[config.mk]
export PLATFORM = sky130hd
export DESIGN_NAME = axi_master_read_channel
export DESIGN_NICKNAME = d
export VERILOG_FILES = /design/src/rtl/axi_pkg.sv /design/src/rtl/axi_rd_line_buf.sv /design/src/rtl/axi_master_read_channel.sv
export SDC_FILE = /design/constraint.sdc
export NUM_CORES = 1
export LEC_CHECK = 0
export CORE_MARGIN = 5
export CORE_UTILIZATION = 46
export DETAILED_ROUTE_END_ITERATION = 12
export PLACE_DENSITY = 0.81
export SLEW_MARGIN = 20
export SYNTH_ARGS = -nofsm -noshare
export SYNTH_HDL_FRONTEND = slang
export SYNTH_SLANG_ARGS = --single-unit
[constraint.sdc]
create_clock -name clk -period 2.4 [get_ports clk]
set_clock_uncertainty 0.2 [all_clocks]
set_input_delay 0.24 -clock clk [delete_from_list [all_inputs] [get_ports clk]]
set_output_delay 0.24 -clock clk [all_outputs]
set_load 0.1 [all_outputs]
[src/rtl/axi_pkg.sv]
// rtl/axi_pkg.sv - shared AXI constants and read-channel FSM encoding
package axi_pkg;

    localparam logic [1:0] AXI_BURST_INCR = 2'b01;

    localparam logic [1:0] RRESP_OKAY   = 2'b00;
    localparam logic [1:0] RRESP_EXOKAY = 2'b01;
    localparam logic [1:0] RRESP_SLVERR = 2'b10;
    localparam logic [1:0] RRESP_DECERR = 2'b11;

    typedef enum logic [1:0] {
        ST_IDLE = 2'd0,
        ST_ADDR = 2'd1,
        ST_DATA = 2'd2,
        ST_RESP = 2'd3
    } rd_state_e;

endpackage

[src/rtl/axi_rd_line_buf.sv]
// rtl/axi_rd_line_buf.sv - beat-addressed line buffer with flat line output
module axi_rd_line_buf #(
    parameter int DATA_WIDTH = 32,
    parameter int BEATS      = 8,
    localparam int CNT_W     = $clog2(BEATS)
) (
    input  logic                        clk,
    input  logic                        rst_n,
    input  logic                        we_i,
    input  logic [CNT_W-1:0]            idx_i,
    input  logic [DATA_WIDTH-1:0]       wdata_i,
    output logic [DATA_WIDTH*BEATS-1:0] line_o
);

    // Slots persist between bursts so the previous line stays visible until overwritten.
    for (genvar g = 0; g < BEATS; g++) begin : g_slot
        logic [DATA_WIDTH-1:0] slot_q;

        always_ff @(posedge clk or negedge rst_n) begin
            if (!rst_n) begin
                slot_q <= '0;
            end else if (we_i && (idx_i == CNT_W'(g))) begin
                slot_q <= wdata_i;
            end
        end

        assign line_o[g*DATA_WIDTH +: DATA_WIDTH] = slot_q;
    end

endmodule

[src/rtl/axi_master_read_channel.sv]
// rtl/axi_master_read_channel.sv - single-outstanding AXI read burst master for line refills (option: AXI_RD_LAST_CHECK_EN)
module axi_master_read_channel
    import axi_pkg::*;
#(
    parameter int ADDR_WIDTH = 32,
    parameter int DATA_WIDTH = 32,
    parameter int BEATS      = 8
) (
    input  logic                        clk,
    input  logic                        rst_n,
    input  logic                        req_valid,
    output logic                        req_ready,
    input  logic [ADDR_WIDTH-1:0]       req_addr,
    output logic                        resp_valid,
    input  logic                        resp_ready,
    output logic [DATA_WIDTH*BEATS-1:0] resp_data,
    output logic                        resp_err,
    output logic                        ARVALID,
    input  logic                        ARREADY,
    output logic [ADDR_WIDTH-1:0]       ARADDR,
    output logic [7:0]                  ARLEN,
    output logic [2:0]                  ARSIZE,
    output logic [1:0]                  ARBURST,
    input  logic                        RVALID,
    output logic                        RREADY,
    input  logic [DATA_WIDTH-1:0]       RDATA,
    input  logic                        RLAST,
    input  logic [1:0]                  RRESP
);

    localparam int CNT_W = $clog2(BEATS);
    localparam int LINE_OFF = $clog2(BEATS * DATA_WIDTH / 8);
    localparam logic [ADDR_WIDTH-1:0] ALIGN_MASK = {ADDR_WIDTH{1'b1}} << LINE_OFF;

    rd_state_e              state_q, state_d;
    logic [ADDR_WIDTH-1:0]  araddr_q, araddr_d;
    logic [CNT_W-1:0]       beat_cnt_q, beat_cnt_d;
    logic                   err_q, err_d;
    logic                   beat;
    logic                   last_beat;

    assign beat      = RVALID && (state_q == ST_DATA);
    assign last_beat = (beat_cnt_q == CNT_W'(BEATS - 1));

    always_comb begin
        state_d    = state_q;
        araddr_d   = araddr_q;
        beat_cnt_d = beat_cnt_q;
        err_d      = err_q;
        case (state_q)
            ST_IDLE: begin
                if (req_valid) begin
                    state_d  = ST_ADDR;
                    araddr_d = req_addr & ALIGN_MASK;
                    err_d    = 1'b0;
                end
            end
            ST_ADDR: begin
                if (ARREADY) begin
                    state_d    = ST_DATA;
                    beat_cnt_d = '0;
                end
            end
            ST_DATA: begin
                if (beat) begin
                    beat_cnt_d = beat_cnt_q + 1'b1;
                    if (RRESP == RRESP_SLVERR || RRESP == RRESP_DECERR) begin
                        err_d = 1'b1;
                    end
`ifdef AXI_RD_LAST_CHECK_EN
                    if (RLAST != last_beat) begin
                        err_d = 1'b1;
                    end
`endif
                    // Beat count alone decides the end of the burst.
                    if (last_beat) begin
                        state_d = ST_RESP;
                    end
                end
            end
            ST_RESP: begin
                if (resp_ready) begin
                    state_d = ST_IDLE;
                end
            end
            default: state_d = ST_IDLE;
        endcase
    end

    always_ff @(posedge clk or negedge rst_n) begin
        if (!rst_n) begin
            state_q    <= ST_IDLE;
            araddr_q   <= '0;
            beat_cnt_q <= '0;
            err_q      <= 1'b0;
        end else begin
            state_q    <= state_d;
            araddr_q   <= araddr_d;
            beat_cnt_q <= beat_cnt_d;
            err_q      <= err_d;
        end
    end

`ifndef AXI_RD_LAST_CHECK_EN
    logic unused_rlast;
    assign unused_rlast = RLAST;
`endif

    assign req_ready  = (state_q == ST_IDLE);
    assign ARVALID    = (state_q == ST_ADDR);
    assign RREADY     = (state_q == ST_DATA);
    assign resp_valid = (state_q == ST_RESP);
    assign resp_err   = err_q;
    assign ARADDR     = araddr_q;
    assign ARLEN      = 8'(BEATS - 1);
    assign ARSIZE     = 3'($clog2(DATA_WIDTH / 8));
    assign ARBURST    = AXI_BURST_INCR;

    axi_rd_line_buf #(
        .DATA_WIDTH (DATA_WIDTH),
        .BEATS      (BEATS)
    ) u_line_buf (
        .clk     (clk),
        .rst_n   (rst_n),
        .we_i    (beat),
        .idx_i   (beat_cnt_q),
        .wdata_i (RDATA),
        .line_o  (resp_data)
    );

endmodule

==> flow_summary_export.csv <==
group,metric,value,unit
status,status,"complete, no violations",
place,globalplace.congestion,0.755,
grt,grt-busiest-layer,"met2",
setup_path,end_kind,"output pin",
place,hpwl,20900,um
synthesis,ys.flop_type,"dfrtp_1",
synthesis,syn_inst,679,
setup_path,path_class,"reg -> out",
synthesis,synth.distinct_cells,25,
setup_path,worstPathMaxFanout,13,
synthesis,synth_edf_count,0,
detailed_routing,drt-vias-per-instance,5.03,
grt,grt_use_met1,0.243,
grt,grt_pass1_vias,7596,
synthesis,synth.largest_area_cell,"dfrtp_1",
timing,rsz0062_at_grt,"false",
synthesis,ys_ff_latch,289,
floorplanning,row_count,57,
hold_path,hp-class,"in -> async",
detailed_routing,drc_errors,0,
grt,grt_max_degree,59,
grt,antenna_found_initial,0,
synthesis,synthTopCellsByCount,"dfrtp_1 (289), mux2_2 (277), buf_4 (29)",
floorplanning,die_y,166,um
synthesis,post_synth.cell_area_avg,16.5,um^2
timing,hold_viol_final,0,
final_layout,drive_above_1_share,0.599,
synthesis,synth_compound_area_frac,0.00962,
detailed_routing,ant_nets,0,
final_layout,nets,1144,
floorplanning,core_area,24100,um^2
grt,use_met3,0.0700,
clock_network,cts_tree,"done",
final_layout,n_antenna_cell,0,
clock_network,clock_latency,530,ps
grt,grt_usage,0.206,
detailed_routing,avgRoutedWirePerCell,20.7,um
synthesis,synth_top_family_by_area,"multiplexers",
detailed_routing,first_pass_iters,4,
grt,grt-ovfl-total,0,
timing,drv_slew,0,
floorplanning,ioPinCount,379,
floorplanning,die_area,27500,um^2
detailed_routing,vias,7065,
flow_run,cap_viol_max_count,0,
timing,period_share,0.916,
synthesis,synth_top_area_frac,0.647,
place,port_buffers,353,
synthesis,synthAdderAreaFrac,0.0123,
setup_path,start_kind,"flop",
synthesis,ys_warn_count,0,
setup_path,cp_data_arrival_time,1760,ps
timing,setup_viol,0,
clock_network,htreeDepth,1,
clock_network,ctsLongestPathBuffers,3,
detailed_routing,wl,29100,um
setup_path,required,1960,ps
synthesis,async_flop_share,1.00,
synthesis,syn_area,11200,um^2
clock_network,clkTransAtPathRegs,60,ps
clock_network,cts.sinks,289,
grt,use_met2,0.361,
clock_network,clockRootBuffer,"clkbuf_16",
floorplanning,die_w,166,um
clock_network,cts_inserted_buffers,29,
timing,max_slew_margin,0.620,
synthesis,ys_seq_area_frac,0.647,
synthesis,synthTopCellsByArea,"dfrtp_1 (65%), mux2_2 (28%), buf_4 (1.9%), ha_1 (1.2%), buf_2 (0.85%)",
synthesis,muxShareOfSynthArea,0.286,
synthesis,synth_xor_area_frac,0,
timing,max_freq,455,MHz
timing,fin_tns_setup,0,ps
final_layout,nFillCells,1849,
final_layout,area_growth,37.3,%
timing,post-route-min-period,2200,ps
synthesis,yosysMostFrequentCell,"dfrtp_1",
grt,grt_pass1_wl,45300,um
detailed_routing,drt-initial-drc-count,332,
floorplanning,initial_utilization,0.464,
synthesis,synth-simple-area-share,0.0150,
timing,worstMarginPinSlew,569,ps
-- kinds of logic after synthesis --
group                    Yosys count
AO/OA/AOI/OAI                     13
adder cells (fa/ha/maj)           11
buffers and inverters             53
flip-flops                       289
multiplexers                     284
other                              2
AND/OR/NAND/NOR                   27
-- worst paths after layout --
kind                                                          endpoint  cells after the start  slack, ps                                   startpoint
setup / recovery                                                RREADY                      4        200                       state_q[0]$_DFFE_PN0P_
hold / removal                               beat_cnt_q[0]$_DFFE_PN0P_                      2         50                                        rst_n
setup reg to reg                                state_q[1]$_DFFE_PN0P_                      5        320                       state_q[1]$_DFFE_PN0P_
hold reg to reg            u_line_buf.g_slot[7].slot_q[27]$_DFFE_PN0P_                      1        300  u_line_buf.g_slot[7].slot_q[27]$_DFFE_PN0P_
max in group asynchronous  u_line_buf.g_slot[2].slot_q[22]$_DFFE_PN0P_                      3       1230                                        rst_n
min in group clk                                ARADDR[18]$_DFFE_PN0P_                      2        120                                 req_addr[18]
-- routing by layer --
layer | vias to the layer above | wire length [um]
li1 | 3147 | -
met1 | 3613 | 11200
met2 | 260 | 14700
met3 | 45 | 2490
met4 | 0 | 681
met5 | - | 0
-- critical path: stages (launching register included) --
cell,delay [ps]
dfrtp_1,410
inv_1,170
ha_4,250
buf_4,210
buf_12,190
-- layout by cell type, fill, tap and decap left out, drive strengths merged --
cell,Yosys,final
a2111oi,1,1
a21bo,1,1
a21oi,3,3
a221o,2,2
a2bb2oi,1,1
a31oi,1,1
and2b,2,2
buf,48,317
clkbuf,0,41
clkdlybuf4s50,0,64
clkinv,0,9
clkinvlp,0,1
conb,2,18
dfrtp,289,289
dlygate4sd3,0,1
ha,11,11
inv,5,6
mux2,284,284
nand2,2,2
nand2b,5,5
nand3,6,6
nand3b,2,2
nand4,4,4
nor2,3,3
nor2b,2,2
nor3,1,1
o21ai,4,4
-- registers in the layout, summed over array words and instances (netlist names) --
name,flops
ARADDR,27
resp_err,1
u_line_buf.g_slot.slot_q,256
beat_cnt_q,3
state_q,2
-- stage by stage --
stage	hold slack [ps]	area [um^2]	cells	worst slack [ps]	utilization
2_1_floorplan	-256	11200	695	117	-
3_3_place_gp	23.4	14500	1352	259	0.599
3_5_place_dp	23.8	14500	1352	238	0.599
4_1_cts	43.4	15300	1405	82.1	0.636
5_1_grt	87.0	15400	1405	93.1	0.637
6_report	52.7	15400	1405	201	0.637
-- cell type report --
cell class	count	area, um^2	share of cell area
multi-input combinational	353	3700	0.241
sequential	289	7230	0.471
clock inverter	11	61.3	0.00399
tap	324	405	0.0264
timing repair buffer	382	3110	0.203
clock buffer	41	821	0.0535
inverter	5	18.8	0.00122
-- repair_timing --
action / in CTS / in global routing
endpoints found under the setup margin: 0 / 1
hold buffers: 1 / 0
endpoints found under the hold margin: 289 / 0
setup buffers: 0 / 0
resized for setup: 0 / 1
Power is not shown: default switching activity piles up to over one toggle a cycle in this logic, so the estimate is an artifact.
